## config.mk

```make
export PLATFORM = sky130hd
export DESIGN_NAME = systolic_ctrl
export DESIGN_NICKNAME = d
export VERILOG_FILES = /design/src/rtl/systolic_ctrl.sv
export SDC_FILE = /design/constraint.sdc
export NUM_CORES = 1
export LEC_CHECK = 0
export CAP_MARGIN = 20
export CORE_UTILIZATION = 53
export CTS_CLUSTER_SIZE = 8
export DETAILED_ROUTE_END_ITERATION = 7
export HOLD_SLACK_MARGIN = 0.1
export PLACE_DENSITY = 0.84
export REMOVE_ABC_BUFFERS = 1
export SYNTH_ARGS = -nofsm -noshare
export SYNTH_HDL_FRONTEND = slang
export SYNTH_SLANG_ARGS = --single-unit
```

## constraint.sdc

```tcl
create_clock -name clk -period 3.5 [get_ports clk]
set_input_delay 0.525 -clock clk [delete_from_list [all_inputs] [get_ports clk]]
set_output_delay 0.525 -clock clk [all_outputs]
set_load 0.05 [all_outputs]
```

## src/rtl/systolic_ctrl.sv

```systemverilog
// -----------------------------------------------------------------------------
// systolic_ctrl
//   Job sequencer for a weight-stationary systolic array. A job is:
//     1. ARRAY_SIZE weight rows, each forwarded to the array with a one-cycle
//        arr_load strobe;
//     2. num_rows activation rows, skewed so lane i enters the array i cycles
//        after lane 0;
//     3. de-skewing of the array's staggered result lanes back into whole rows,
//        tagged by a valid delay line so each accepted row yields one out_valid;
//     4. a one-cycle done pulse, then back to IDLE.
//
//   Ports
//     clk, reset            rising-edge clock, synchronous active-high reset
//     start, num_rows       job request (sampled in IDLE only), row count
//     busy, done            job status / one-cycle completion pulse
//     w_valid/w_ready/w_data  weight-row input handshake
//     a_valid/a_ready/a_data  activation-row input handshake
//     out_valid, out_data   de-skewed result rows (no backpressure)
//     arr_load, arr_weights, arr_activations, arr_output  array-side signals
//     perf_cycles, perf_stalls  performance counters
//
//   Configuration
//     SYSTOLIC_CTRL_PERF_EN  when defined, perf_cycles counts busy cycles and
//                            perf_stalls counts STREAM cycles with a_valid=0;
//                            both clear on reset and on an accepted start and
//                            saturate. When undefined both ports read 0.
//
//   Handshake semantics: a row transfers on every rising edge where valid and
//   ready are both high. The producer may raise valid at any time and may drop
//   it between rows (gaps are legal); ready depends only on controller state,
//   never on valid, so there is no combinational loop through the handshake.
// -----------------------------------------------------------------------------
module systolic_ctrl #(
    parameter int ARRAY_SIZE = 8,
    parameter int DATA_WIDTH = 4,
    parameter int ARRAY_LAT  = 8
) (
    input  logic                                         clk,
    input  logic                                         reset,
    input  logic                                         start,
    input  logic [7:0]                                   num_rows,
    output logic                                         busy,
    output logic                                         done,
    input  logic                                         w_valid,
    output logic                                         w_ready,
    input  logic [ARRAY_SIZE*DATA_WIDTH-1:0]             w_data,
    input  logic                                         a_valid,
    output logic                                         a_ready,
    input  logic [ARRAY_SIZE*DATA_WIDTH-1:0]             a_data,
    output logic                                         out_valid,
    output logic [ARRAY_SIZE*DATA_WIDTH*DATA_WIDTH-1:0]  out_data,
    output logic                                         arr_load,
    output logic [ARRAY_SIZE*DATA_WIDTH-1:0]             arr_weights,
    output logic [ARRAY_SIZE*DATA_WIDTH-1:0]             arr_activations,
    input  logic [ARRAY_SIZE*DATA_WIDTH*DATA_WIDTH-1:0]  arr_output,
    output logic [31:0]                                  perf_cycles,
    output logic [31:0]                                  perf_stalls
);

    localparam int ROW_W     = ARRAY_SIZE * DATA_WIDTH;
    localparam int LANE_W    = DATA_WIDTH * DATA_WIDTH;
    localparam int OUT_W     = ARRAY_SIZE * LANE_W;
    localparam int TAG_DEPTH = ARRAY_LAT + ARRAY_SIZE;
    localparam int WCW       = (ARRAY_SIZE > 1) ? $clog2(ARRAY_SIZE) : 1;

    typedef enum logic [2:0] {
        IDLE   = 3'd0,
        LOAD_W = 3'd1,
        STREAM = 3'd2,
        DRAIN  = 3'd3,
        DONE   = 3'd4
    } state_t;

    state_t             state_q, state_d;
    logic [7:0]         rows_q, rows_d;
    logic [WCW-1:0]     w_cnt_q, w_cnt_d;
    logic [7:0]         a_cnt_q, a_cnt_d;
    logic               arr_load_q;
    logic [ROW_W-1:0]   arr_weights_q;
    logic [TAG_DEPTH-1:0] tag_q;
    logic [OUT_W-1:0]   aligned;

    logic w_fire;
    logic a_fire;
    logic start_fire;
    logic drain_last;

    assign w_fire     = w_valid && w_ready;
    assign a_fire     = a_valid && a_ready;
    assign start_fire = (state_q == IDLE) && start;

    // The oldest tag is on out_valid right now and nothing younger is in
    // flight: this is the final result row of the job.
    assign drain_last = tag_q[TAG_DEPTH-1] && (tag_q[TAG_DEPTH-2:0] == '0);

    // ------------------------------------------------------------------
    // FSM next-state and state-decoded outputs
    // ------------------------------------------------------------------
    always_comb begin
        state_d = state_q;
        rows_d  = rows_q;
        w_cnt_d = w_cnt_q;
        a_cnt_d = a_cnt_q;
        w_ready = 1'b0;
        a_ready = 1'b0;
        busy    = (state_q != IDLE);
        done    = (state_q == DONE);

        case (state_q)
            IDLE: begin
                if (start) begin
                    rows_d  = num_rows;
                    w_cnt_d = '0;
                    state_d = LOAD_W;
                end
            end
            LOAD_W: begin
                w_ready = 1'b1;
                if (w_valid) begin
                    w_cnt_d = w_cnt_q + WCW'(1);
                    if (w_cnt_q == WCW'(ARRAY_SIZE - 1)) begin
                        w_cnt_d = '0;
                        a_cnt_d = '0;
                        state_d = (rows_q == 8'd0) ? DONE : STREAM;
                    end
                end
            end
            STREAM: begin
                a_ready = 1'b1;
                if (a_valid) begin
                    a_cnt_d = a_cnt_q + 8'd1;
                    if (a_cnt_q == rows_q - 8'd1) begin
                        state_d = DRAIN;
                    end
                end
            end
            DRAIN: begin
                if (drain_last) begin
                    state_d = DONE;
                end
            end
            DONE: begin
                state_d = IDLE;
            end
            default: begin
                state_d = IDLE;
            end
        endcase
    end

    always_ff @(posedge clk) begin
        if (reset) begin
            state_q       <= IDLE;
            rows_q        <= '0;
            w_cnt_q       <= '0;
            a_cnt_q       <= '0;
            arr_load_q    <= 1'b0;
            arr_weights_q <= '0;
            tag_q         <= '0;
        end else begin
            state_q    <= state_d;
            rows_q     <= rows_d;
            w_cnt_q    <= w_cnt_d;
            a_cnt_q    <= a_cnt_d;
            arr_load_q <= w_fire;
            if (w_fire) begin
                arr_weights_q <= w_data;
            end
            tag_q <= {tag_q[TAG_DEPTH-2:0], a_fire};
        end
    end

    assign arr_load    = arr_load_q;
    assign arr_weights = arr_weights_q;
    assign out_valid   = tag_q[TAG_DEPTH-1];

    // ------------------------------------------------------------------
    // Input skew: lane i passes through i+1 registers. Idle cycles push
    // zeros so a gap never smears a previous row into the next one.
    // ------------------------------------------------------------------
    for (genvar i = 0; i < ARRAY_SIZE; i++) begin : g_skew
        logic [DATA_WIDTH-1:0] pipe_q [i+1];

        always_ff @(posedge clk) begin
            if (reset) begin
                for (int s = 0; s <= i; s++) begin
                    pipe_q[s] <= '0;
                end
            end else begin
                pipe_q[0] <= a_fire ? a_data[i*DATA_WIDTH +: DATA_WIDTH] : '0;
                for (int s = 1; s <= i; s++) begin
                    pipe_q[s] <= pipe_q[s-1];
                end
            end
        end

        assign arr_activations[i*DATA_WIDTH +: DATA_WIDTH] = pipe_q[i];
    end

    // ------------------------------------------------------------------
    // Output de-skew: lane j leaves the array j cycles after lane 0, so it
    // is delayed ARRAY_SIZE-1-j cycles; the last lane passes straight through.
    // ------------------------------------------------------------------
    for (genvar j = 0; j < ARRAY_SIZE; j++) begin : g_deskew
        localparam int DLY = ARRAY_SIZE - 1 - j;

        if (DLY == 0) begin : g_pass
            assign aligned[j*LANE_W +: LANE_W] = arr_output[j*LANE_W +: LANE_W];
        end else begin : g_dly
            logic [LANE_W-1:0] dly_q [DLY];

            always_ff @(posedge clk) begin
                if (reset) begin
                    for (int s = 0; s < DLY; s++) begin
                        dly_q[s] <= '0;
                    end
                end else begin
                    dly_q[0] <= arr_output[j*LANE_W +: LANE_W];
                    for (int s = 1; s < DLY; s++) begin
                        dly_q[s] <= dly_q[s-1];
                    end
                end
            end

            assign aligned[j*LANE_W +: LANE_W] = dly_q[DLY-1];
        end
    end

    // The pass-through lane is combinational from the array, so the row is
    // gated by its valid tag to keep out_data at zero between results and
    // straight after reset.
    assign out_data = out_valid ? aligned : '0;

    // ------------------------------------------------------------------
    // Performance counters
    // ------------------------------------------------------------------
`ifdef SYSTOLIC_CTRL_PERF_EN
    logic [31:0] perf_cycles_q;
    logic [31:0] perf_stalls_q;

    always_ff @(posedge clk) begin
        if (reset || start_fire) begin
            perf_cycles_q <= '0;
            perf_stalls_q <= '0;
        end else begin
            if (busy && !(&perf_cycles_q)) begin
                perf_cycles_q <= perf_cycles_q + 32'd1;
            end
            if ((state_q == STREAM) && !a_valid && !(&perf_stalls_q)) begin
                perf_stalls_q <= perf_stalls_q + 32'd1;
            end
        end
    end

    assign perf_cycles = perf_cycles_q;
    assign perf_stalls = perf_stalls_q;
`else
    logic unused_start_fire;
    assign unused_start_fire = start_fire;
    assign perf_cycles       = '0;
    assign perf_stalls       = '0;
`endif

endmodule

```

==> results of run 1 <==
## layout by cell type (no fill, tap or decap), types with 6 or more instances in the layout
cell and count:
a21oi_1 47, and2_1 161, clkbuf_16 92, clkdlybuf4s50_1 401, conb_1 64, dfxtp_1 662
inv_1 6, nand2_1 87, nand3_1 7, nor2_1 14, nor2b_1 576, xnor2_1 9
xor2_1 8
## synthesized netlist by cell type, types with 5 or more instances
cell type	instances	area (µm²)
ha_1	5	62.6
dfxtp_1	663	13300
nor4_1	5	31.3
nor2b_1	576	3600
nand2_1	87	327
nor2_1	15	56.3
xnor2_1	9	78.8
nand3_1	7	35.0
a21oi_1	47	235
buf_4	80	601
inv_1	6	22.5
clkbuf_1	97	364
xor2_1	8	70.1
and2_1	161	1010
## per-layer routing
layer,track usage,share of wire
met1,0.196,0.39
met2,0.343,0.51
met3,0.0659,0.074
met4,0.0732,0.022
met5,0,0
## stage by stage
step                total power, W  setup WS, ns
finish                      0.0161         0.259
global route                0.0168        0.0387
CTS                         0.0163         0.117
detailed placement         0.00884         0.779
global placement           0.00881         0.898
floorplan                  0.00840         0.529
## worst max path at each step
| stage | startpoint | to | slack (ns) | depth (start not counted) |
|---|---|---|---|---|
| 2_1_floorplan | tag_q[15] | out_data[0] | 0.53 | 1 |
| 3_3_place_gp | tag_q[15] | out_data[124] | 0.90 | 3 |
| 3_5_place_dp | tag_q[15] | out_data[10] | 0.78 | 3 |
| 4_1_cts | tag_q[15] | out_data[120] | 0.12 | 3 |
| 5_1_grt | tag_q[15] | out_data[123] | 0.04 | 3 |
| 6_report | tag_q[15] | out_data[123] | 0.26 | 3 |
## layout make-up
cell class | instances | area share
Multi-Input combinational cell | 1030 | 0.230
Tap cell | 511 | 0.0241
Clock buffer | 94 | 0.0870
Inverter | 6 | 0.000848
Sequential cell | 663 | 0.500
Clock inverter | 5 | 0.00236
Timing Repair Buffer | 410 | 0.155
## logic make-up after synthesis
| family | synth area share |
|---|---|
| AOI/OAI and AO/OA | 0.0184 |
| xor gates and xnor gates | 0.00739 |
| adders and majority gates | 0.00310 |
| buffers and inverters | 0.0506 |
| DFF | 0.658 |
| muxes | 0.000993 |
| other | 0.000186 |
| and+or+nand+nor | 0.261 |
## report_power, final
part | switching, W | total (W) | internal, W
Sequential | 0.0000645 | 0.00783 | 0.00776
Combinational | 0.000498 | 0.000886 | 0.000387
Clock | 0.00283 | 0.00743 | 0.00460
## sequential cells by signal, indices dropped and copies added (netlist names)
| name | count |
|---|---|
| rows_q | 8 |
| arr_load | 1 |
| a_cnt_q | 8 |
| g_skew.pipe_q | 144 |
| g_deskew.g_dly.dly_q | 448 |
| tag_q | 16 |
| w_cnt_q | 3 |
| state_q | 3 |
| arr_weights | 32 |
==> out/qor.yml, run 1 <==
path_clk_slew_ns: 0.05
crit_slowest_cell: "dfxtp_4"
die_h_um: 197
ys.flop_type: "dfxtp_1"
crit_family: "buffers and inverters"
path_cells: "buf_4 -> and2_1 -> clkdlybuf4s50_1"
crit_fanout: 123
gr-total-overflow: 0
syn_inst: 1819
ir_drop_mv: 0.424
powerDensity_mw_per_mm2: 608
synth_cell_types: 45
synth.cell_area_mm2: 0.0202
pin_count: 467
max_cap_violations: 0
route.detailed.drc: 0
start_kind: "register"
dr.pass1.iters: 5
fill_cells: 2465
worst_pin_slew_ns: 0.965
htree_levels: 3
post_cts_buffers: 0
place_inst: 2620
max-slew-margin-rel: 0.357
rows: 71
skew_ns: 0.0138
place.detailed.hpwl_mm: 22.5
cts_tree: "yes"
hold_ws_ns: 0.420
cp-end-kind: "primary output"
portBuffers: 402
setup_viol: 0
yosys_register_bits: 663
core_area_mm2: 0.0376
post-route-period-util: 0.926
maxSlewViolCount: 0
fin_crit_ns: 3.24
tns_ns: 0
fin_nets: 2413
critPathKind: "reg2out"
drt-wirelength-per-cell_um: 13.6
gr-usage-all-layers: 0.188
antenna_found_initial: 0
drive_gt1_frac: 0.0512
hp-start: "g_deskew[0].g_dly.dly_q[3][7]"
fmax_ghz: 0.309
critPathMaxStageDelay_ns: 0.86
cts_resized: 0
drt_iter0_markers: 383
hold_class: "reg2reg"
finalInstanceArea_mm2: 0.0265
synth_edf_count: 0
grt_max_degree: 162
gp_congestion: 0.783
regArea_mm2: 0.0133
start_util: 0.536
hold_depth: 1
crit_buf_inv: 2
dpl_cell_area_mm2: 0.0242
async_flop_share: 0
reg2reg_slack_ns: 1.43
worstSkewPairLatency_ns: 0.59
status: "finished, final reports clean"
finalHoldViolCount: 0
grt_pass1_vias: 12100
ctsHoldBuffers: 0
cts_max_path_buffers: 3
synth-warning-count: 0
reg2reg_depth: 7
vias: 12200
cp.required_ns: 2.97
cts.sinks: 663
rsz0062_at_grt: "no"
multi_input_area_mm2: 0.00611
cts_buffers: 92
syn_avg_cell_area_um2: 11.1
die_w_um: 197
yosysSeqAreaShare: 0.658
ant_nets: 0
fin_cells: 2719
p_leak_nw: 10.4
cts-root-buf: "clkbuf_16"
wl_mm: 36.9
syn_to_final_growth_pct: 31.7
final_util: 0.706
r2r_start: "rows_q[0]"
grt_pass1_wl_mm: 58.1
die_area_mm2: 0.0388
whs_endpoint: "g_deskew[0].g_dly.dly_q[4][7]"
routed_via_density: 4.47
arrival_ns: 2.72
antenna_cells: 0
regToRegEndpoint: "state_q[0]"
No activity file was read; power rests on OpenSTA's default activity.
==> run 2, diff against run 1 <==
--- a/config.mk
+++ b/config.mk
@@ -6,11 +6,11 @@
 export NUM_CORES = 1
 export LEC_CHECK = 0
 export CAP_MARGIN = 20
-export CORE_UTILIZATION = 53
-export CTS_CLUSTER_SIZE = 8
+export CORE_UTILIZATION = 55
 export DETAILED_ROUTE_END_ITERATION = 7
+export DONT_BUFFER_PORTS = 1
 export HOLD_SLACK_MARGIN = 0.1
-export PLACE_DENSITY = 0.84
+export PLACE_DENSITY = 0.7
 export REMOVE_ABC_BUFFERS = 1
 export SYNTH_ARGS = -nofsm -noshare
 export SYNTH_HDL_FRONTEND = slang
==> out/qor.yml, run 2 (same netlist as run 1, synthesis figures left out) <==
post-route-period-util: 0.839
powerDensity_mw_per_mm2: 594
fill_cells: 2372
antenna_found_initial: 2
die_h_um: 193
maxUsedRoutingLayer: "met4"
tns_ns: 0
cts_resized: 0
start_util: 0.563
p_leak_nw: 10.7
worst_pin_slew_ns: 1.01
failed_checks: "design-rule violations"
grt_pass1_vias: 12000
m1WireLength_mm: 15.4
place.detailed.hpwl_mm: 18.0
route.detailed.drc: 28
cp.required_ns: 2.97
fmax_ghz: 0.340
skew_ns: 0.0133
wl_mm: 38.5
path_cells: "buf_4 -> and2_1"
critPathMaxStageDelay_ns: 0.86
syn_to_final_growth_pct: 27.2
critPathKind: "reg2out"
power_w: 0.0152
rsz0062_at_grt: "no"
largest_reg_flops: 448
drive_gt1_frac: 0.0522
dr.pass1.iters: 7
route.met3.wl_mm: 2.61
ir_drop_mv: 0.558
max-slew-margin-rel: 0.326
crit_family: "flip-flops"
grt_max_degree: 183
crit_buf_inv: 1
die_area_mm2: 0.0374
ant_nets: 0
path_clk_slew_ns: 0.06
arrival_ns: 2.41
rows: 69
drt_iter0_markers: 548
setup_viol: 0
cts_max_path_buffers: 3
hold_class: "in2reg"
gr-usage-all-layers: 0.203
top_register: "g_deskew.g_dly.dly_q"
maxSlewViolCount: 0
fin_nets: 2326
cts_tree: "yes"
gp_congestion: 0.813
status: "finished, violations left"
portBuffers: 0
die_w_um: 193
fin_crit_ns: 2.94
worstSkewPairLatency_ns: 0.60
vias: 12000
cts_buffers: 60
layout.cells.most_common: "dfxtp_1"
finalHoldViolCount: 0
pin_count: 467
cts-root-buf: "clkbuf_16"
drt-wirelength-per-cell_um: 14.7
place_inst: 2165
cp-end-kind: "primary output"
start_kind: "register"
crit_fanout: 85
crit_slowest_cell: "dfxtp_4"
gr-total-overflow: 0
grt_pass1_wl_mm: 61.2
cts.sinks: 663
max_cap_violations: 0
routed_via_density: 4.59
htree_levels: 2
final_cell_mix: "662 x dfxtp_1, 576 x nor2b_1, 346 x dlygate4sd3_1"
dr_wl_met2_mm: 19.2
core_area_mm2: 0.0358
final_util: 0.716
fin_cells: 2627
run 2: cell types whose count changed in the layout (fill, tap and decap cells not counted), moves of 4 or more:
cell | before | now
clkbuf_16 | 92 | 61
buf_16 | 0 | 4
bufinv_16 | 0 | 5
clkdlybuf4s50_1 | 401 | 0
dlygate4sd3_1 | 0 | 346
clkinv_2 | 0 | 8
clkbuf_1 | 2 | 14
clkbuf_8 | 0 | 14
run 2: metrics by stage:
| stage | instance area (µm²) | hold slack, ns | setup slack, ns |
|---|---|---|---|
| after floorplan | 19400 | 0.414 | 0.529 |
| after global placement | 20000 | 0.416 | 1.33 |
| after detailed placement | 20000 | 0.420 | 1.16 |
| after CTS | 25600 | 0.106 | 0.493 |
| after global routing | 25600 | 0.105 | 0.409 |
| final | 25600 | 0.144 | 0.563 |
run 2: per-layer routing:
metal,track usage,vias to the layer above
met5,0,-
met4,0.0957,0
met3,0.0513,87
met2,0.355,403
met1,0.231,5548
li1,-,6011
run 2: final cells by class:
cell class	instances	area, µm²	share of cell area
well taps	461	577	0.0225
clock inverters	21	258	0.0101
flip-flops and latches	663	13300	0.518
diodes	2	5.00	0.000195
inverters	6	22.5	0.000878
clock buffers	89	1770	0.0691
multi-input cells	1030	6120	0.239
repair buffers	355	3610	0.141
run 2: path summary, 6_finish.rpt:
path	from	to	slack, ns	cells past startpoint
setup reg to reg	state_q[0]	arr_weights[8]	1.18	6
hold reg to reg	g_deskew[3].g_dly.dly_q[0][24]	g_deskew[3].g_dly.dly_q[0][40]	0.43	1
setup / recovery	tag_q[15]	out_data[107]	0.56	2
hold / removal	arr_output[100]	g_deskew[6].g_dly.dly_q[0][4]	0.14	1
run 2: power breakdown:
part	internal [W]	switching, W
Combinational	0.000367	0.000430
Clock	0.00387	0.00270
Sequential	0.00773	0.000132
Total	0.0120	0.00326
run 2: what timing repair did:
| action | in CTS | in global routing |
|---|---|---|
| hold buffers | 349 | 0 |
| hold endpoints to repair | 394 | 0 |
| buffers inserted | 0 | 0 |
| setup endpoints to repair | 0 | 0 |
